File: src/rtl/ddp_scaler.sv
// Display data processor: integer-upscales a canvas from frame RAM onto the screen,
// issuing canvas read addresses and applying a per-frame colour mode to the returned pixels.
module ddp_scaler #(
   parameter int DW     = 15,
   parameter int H_LEN  = 200,
   parameter int V_LEN  = 150,
   parameter int SCALE  = 4,
   parameter int CW     = 4,
   parameter int RD_LAT = 1
) (
   input  logic            pclk,
   input  logic            rstn,
   input  logic            hen,
   input  logic            ven,
   input  logic [1:0]      mode,
   input  logic [3*CW-1:0] rdata,
   output logic [DW-1:0]   raddr,
   output logic [3*CW-1:0] rgb,
   output logic            de,
   output logic            frame_done
);
   localparam int SXW = $clog2(SCALE + 1);
   localparam int PXW = $clog2(H_LEN + 1);
   localparam int PYW = $clog2(V_LEN + 1);

   typedef enum logic [1:0] {M_PASS, M_BLEND, M_GRAY, M_DIM} mode_e;

   logic [SXW-1:0]    sx, sy;
   logic [PXW-1:0]    px;
   logic [PYW-1:0]    py;
   logic [DW-1:0]     line_base;
   logic              ovr, hen_d, ven_d;
   mode_e             mode_q;
   logic [RD_LAT-1:0] act_pipe, ovr_pipe;
   logic [3*CW-1:0]   prev, pix;

   logic act, py_end, st_act, st_ovr;
   assign act    = hen && ven;
   assign py_end = (py == PYW'(V_LEN));
   assign st_act = act_pipe[RD_LAT-1];
   assign st_ovr = ovr_pipe[RD_LAT-1];

   // Address generator: counters and raddr advance with the scaled raster.
   // NOTE: sequential state uses non-blocking assignments only, so every register sees pre-edge values.
   always_ff @(posedge pclk) begin
      if (!rstn) begin
         sx <= '0; sy <= '0; px <= '0; py <= '0;
         line_base <= '0; raddr <= '0; ovr <= 1'b0;
         hen_d <= 1'b0; ven_d <= 1'b0; frame_done <= 1'b0;
         mode_q <= M_PASS;
      end else begin
         hen_d      <= hen;
         ven_d      <= ven;
         frame_done <= 1'b0;
         if (!ven) mode_q <= mode_e'(mode);
         if (ven_d && !ven) begin
            // Frame end wins over a coincident line end.
            sx <= '0; sy <= '0; px <= '0; py <= '0;
            line_base <= '0; raddr <= '0; ovr <= 1'b0;
            frame_done <= 1'b1;
         end else if (hen_d && !hen && ven) begin
            sx  <= '0;
            px  <= '0;
            ovr <= 1'b0;
            if (sy == SXW'(SCALE - 1)) begin
               sy <= '0;
               if (!py_end) begin
                  py        <= py + PYW'(1);
                  line_base <= line_base + DW'(H_LEN);
                  raddr     <= line_base + DW'(H_LEN);
               end else begin
                  raddr <= line_base;
               end
            end else begin
               sy    <= sy + SXW'(1);
               raddr <= line_base;
            end
         end else if (act) begin
            if (sx == SXW'(SCALE - 1)) begin
               sx <= '0;
               if (px == PXW'(H_LEN - 1)) begin
                  ovr <= 1'b1;
               end else if (!ovr && !py_end) begin
                  px    <= px + PXW'(1);
                  raddr <= raddr + DW'(1);
               end
            end else begin
               sx <= sx + SXW'(1);
            end
         end
      end
   end

   // Delay line aligning the active/overrun flags with rdata.
   always_ff @(posedge pclk) begin
      if (!rstn) begin
         act_pipe <= '0;
         ovr_pipe <= '0;
      end else begin
         act_pipe[0] <= act;
         ovr_pipe[0] <= ovr || py_end;
         for (int i = 1; i < RD_LAT; i++) begin
            act_pipe[i] <= act_pipe[i-1];
            ovr_pipe[i] <= ovr_pipe[i-1];
         end
      end
   end

   logic [CW+1:0] r, g, b, pr, pg, pb, y;

   // NOTE: every always_comb output gets a default first, so no path can infer a latch.
   always_comb begin
      r   = {2'b00, rdata[2*CW +: CW]};
      g   = {2'b00, rdata[CW +: CW]};
      b   = {2'b00, rdata[0 +: CW]};
      pr  = {2'b00, prev[2*CW +: CW]};
      pg  = {2'b00, prev[CW +: CW]};
      pb  = {2'b00, prev[0 +: CW]};
      y   = (r + (g << 1) + b) >> 2;
      pix = rdata;
      case (mode_q)
         M_PASS:  pix = rdata;
         // de still low means this is the first pixel of the screen line.
         M_BLEND: if (de) pix = {CW'((r + pr) >> 1), CW'((g + pg) >> 1), CW'((b + pb) >> 1)};
         M_GRAY:  pix = {CW'(y), CW'(y), CW'(y)};
         M_DIM:   pix = {CW'(r >> 1), CW'(g >> 1), CW'(b >> 1)};
         default: pix = rdata;
      endcase
      if (st_ovr) pix = '0;
   end

   // Output stage; prev tracks the last displayed pixel and drops to zero between lines.
   always_ff @(posedge pclk) begin
      if (!rstn) begin
         rgb  <= '0;
         de   <= 1'b0;
         prev <= '0;
      end else begin
         de   <= st_act;
         rgb  <= st_act ? pix : '0;
         prev <= st_act ? pix : '0;
      end
   end
endmodule

File: config.mk
export PLATFORM = sky130hd
export DESIGN_NAME = ddp_scaler
export DESIGN_NICKNAME = d
export VERILOG_FILES = /design/src/rtl/ddp_scaler.sv
export SDC_FILE = /design/constraint.sdc
export NUM_CORES = 1
export LEC_CHECK = 0
export ABC_CLOCK_PERIOD_IN_PS = 7800
export CAP_MARGIN = 0
export CORE_UTILIZATION = 40
export CTS_CLUSTER_DIAMETER = 120
export CTS_CLUSTER_SIZE = 12
export DETAILED_ROUTE_END_ITERATION = 6
export PLACE_DENSITY = 0.69
export SKIP_LAST_GASP = 1
export SYNTH_ARGS = -nofsm -noshare
export SYNTH_HDL_FRONTEND = slang
export SYNTH_SLANG_ARGS = --single-unit
File: constraint.sdc
create_clock -name pclk -period 7.8 [get_ports pclk]
set_clock_uncertainty 0.2 [all_clocks]
set_input_delay 1.56 -clock pclk [delete_from_list [all_inputs] [get_ports pclk]]
set_output_delay 1.56 -clock pclk [all_outputs]
set_load 0.01 [all_outputs]
==> results.yml <==
status:
  status: "finished clean"
logic_synthesis:
  syn-cell-area_um2: 4096
  synth_cell_types: 55
  synth_fp_nets: 524
  syn_area_per_cell_um2: 8.534
  synth-edff-count: 0
  synthFlopType: "dfxtp_1"
  syn_inst: 480
  yosysSeqAreaShare_pct: 34.21
  async_flop_share_pct: 0
  synth_warnings: 0
  synth_seq_cells: 70
final_layout:
  seq_area_um2: 1401
  antenna_cells: 0
  multi_input_area_um2: 2517
  post_route_cells_drive_above_1_share_pct: 6.526
  fin_cells: 654
  num-nets-final: 560
  area_growth_pct: 17.75
  fillers: 928
drt:
  vias: 3565
  drt_iter0_markers: 141
  viasPerCell: 5.451
  drtAntennaViolNets: 0
  wl_per_cell_um: 14.25
  drcViolationCount: 0
  drt_first_pass_iters: 4
  wirelength_mm: 9.319
critical_path:
  cp_common_cell: "fa_1"
  cp.arrival_ps: 4140
  crit_path_end_kind: "flip-flop"
  critical-path-top-delay-family: "adder cells"
  critical_path_class: "in2reg"
  crit_slowest_cell: "clkdlybuf4s50_1"
  worstPathRequired_ps: 7870
  crit_buf_inv: 2
  slowest_delay_ps: 590
  worstPathMaxFanout: 5
  path_cells: "clkdlybuf4s50_1 -> inv_1 -> fa_1 -> nand3b_1 -> fa_1 -> nor2b_1 -> or4_1 -> a31oi_1"
  cp-start-kind: "input pin"
power_and_ir_drop:
  vdd_drop_max_mv: 0.09465
  p_per_area_nw_per_um2: 155.0
  p_leak_nw: 1.796
placed_design:
  dp_hpwl_mm: 6.742
  portBuffers: 46
  place.gp.congestion: 0.8513
  dp_cells: 638
  dpl_worst_slack_ps: 3406
timing:
  finalCriticalPeriod_ps: 4063
  max_slew.worst_pin.slew_ps: 846.5
  hold_viol: 0
  min_period_over_period_pct: 52.09
  max_freq_mhz: 246.1
  setup_viol: 0
  setup_slack_ps: 3737
  rsz0062_at_grt: "no"
  slew-limit-headroom_pct: 43.49
  slew_violations: 0
  setup_tns_ps: 0
floorplanning:
  fp.dieW_um: 103.2
  fp.dieArea_um2: 10650
  initial_core_util_pct: 41.53
  coreArea_um2: 9864
  row_count: 36
  die_height_um: 103.2
  ioPinCount: 47
clock_tree:
  path_clk_slew_ps: 80
  clock_latency_ps: 340
  cts_inserted_buffers: 9
  cts_setup_buffers: 0
  root_buffer: "clkbuf_8"
  cts_tree: "yes"
  clk_path_buf_depth: 2
  hold_buffers: 0
  ctsResizeCount: 0
  cts.sinks: 70
  htreeDepth: 3
hold_path:
  min_path_type: "reg2reg"
global_route:
  grt_pass1_wl_mm: 15.28
  antenna_found_initial: 0
  grt_pass1_vias: 3263
  overflow: 0
  grt.total_usage_pct: 18.39
  grt_max_degree: 32
flow_run:
  cap_violations: 0
[layout make-up]
cell class | count | area share, %
flip-flops and latches | 70 | 29.05
clock buffers | 10 | 2.646
multi-input cells | 370 | 52.19
clock inverters | 6 | 1.479
inverters | 17 | 1.323
well taps | 133 | 3.450
repair buffers | 48 | 9.857
[power breakdown]
| part | switching (mW) | internal [mW] | total, mW |
|---|---|---|---|
| Sequential | 0.00833 | 0.363 | 0.371 |
| Combinational | 0.0442 | 0.0373 | 0.0815 |
| Clock | 0.145 | 0.150 | 0.295 |
| Total | 0.198 | 0.550 | 0.748 |
[state kept, by name (all words and copies together), names as in the netlist]
signal,flops
raddr,15
ven_d,1
px,8
de,1
sx,3
hen_d,1
ovr_pipe,1
py,8
prev,12
ovr,1
sy,3
act_pipe,1
mode_q,2
frame_done,1
line_base,12
[kinds of logic (layout without fill, tap and decap cells)]
kind of cell / after synthesis / in the layout / share of synthesized area (%)
flops: 70 / 70 / 34.21
xor+xnor: 44 / 44 / 9.407
fa+ha+maj: 26 / 26 / 9.224
buf+inv: 40 / 81 / 4.337
compound gates: 103 / 103 / 17.32
simple gates: 191 / 191 / 24.01
mux: 6 / 6 / 1.497
[worst min-delay path: stages, from the launching register on]
cell	delay [ps]
dfxtp_1	320
nand2_1	60
nor2_1	30
[synth_stat cells, types with 11 or more instances]
master    count  area share (%)
a21oi_1      29             3.5
nand4_1      16             2.4
xnor2_1      12             2.6
inv_1        16             1.5
nand2_1      44             4.0
o21ai_0      19             2.3
nand3_1      16             2.0
nor2_1       53             4.9
xor2_1       32             6.8
ha_1         19             5.8
nor2b_1      11             1.7
clkbuf_1     15             1.4
dfxtp_1      70              34
a211oi_1     12             2.2
[metal layers]
layer	up-vias	share of wire, %	GRT usage, %
li1	1774	-	-
met1	1687	47	23.56
met2	95	48	31.18
met3	9	4.9	4.570
met4	0	0.80	4.334
met5	-	0	0
[worst paths after layout]
| check | from | end | slack, ps | depth (start not counted) |
|---|---|---|---|---|
| worst min-delay path | sx[2]$_SDFFE_PP0P_ | sx[2]$_SDFFE_PP0P_ | 250 | 2 |
| worst max-delay path | rdata[1] | prev[9]$_SDFF_PP0_ | 3740 | 8 |
| worst min register to register | sx[2]$_SDFFE_PP0P_ | sx[2]$_SDFFE_PP0P_ | 250 | 2 |
| worst max register to register | py[0]$_SDFFE_PP0P_ | px[4]$_SDFFE_PP0P_ | 5270 | 7 |
[per-stage QoR]
| stage | hold slack [ps] | power (mW) | utilization [%] | area (um2) |
|---|---|---|---|---|
| finish | 251.8 | 0.7475 | 48.90 | 4823 |
| global route | 265.6 | 0.7831 | 48.90 | 4823 |
| CTS | 251.1 | 0.7564 | 48.90 | 4823 |
| detailed placement | 236.3 | 0.4603 | 46.88 | 4624 |
| global placement | 228.9 | 0.4582 | 46.88 | 4624 |
| floorplan | 217.8 | 0.4282 | - | 4096 |
[placed cells by master, fill, tap and decap left out, types with 16 or more instances in the layout]
cell             count
o21ai_0             19
inv_1               16
nand2_1             44
a21oi_1             29
nand3_1             16
nor2_1              53
nand4_1             16
dfxtp_1             70
xor2_1              32
clkdlybuf4s50_1     46
ha_1                19
No activity file was read; power rests on OpenSTA's default activity.
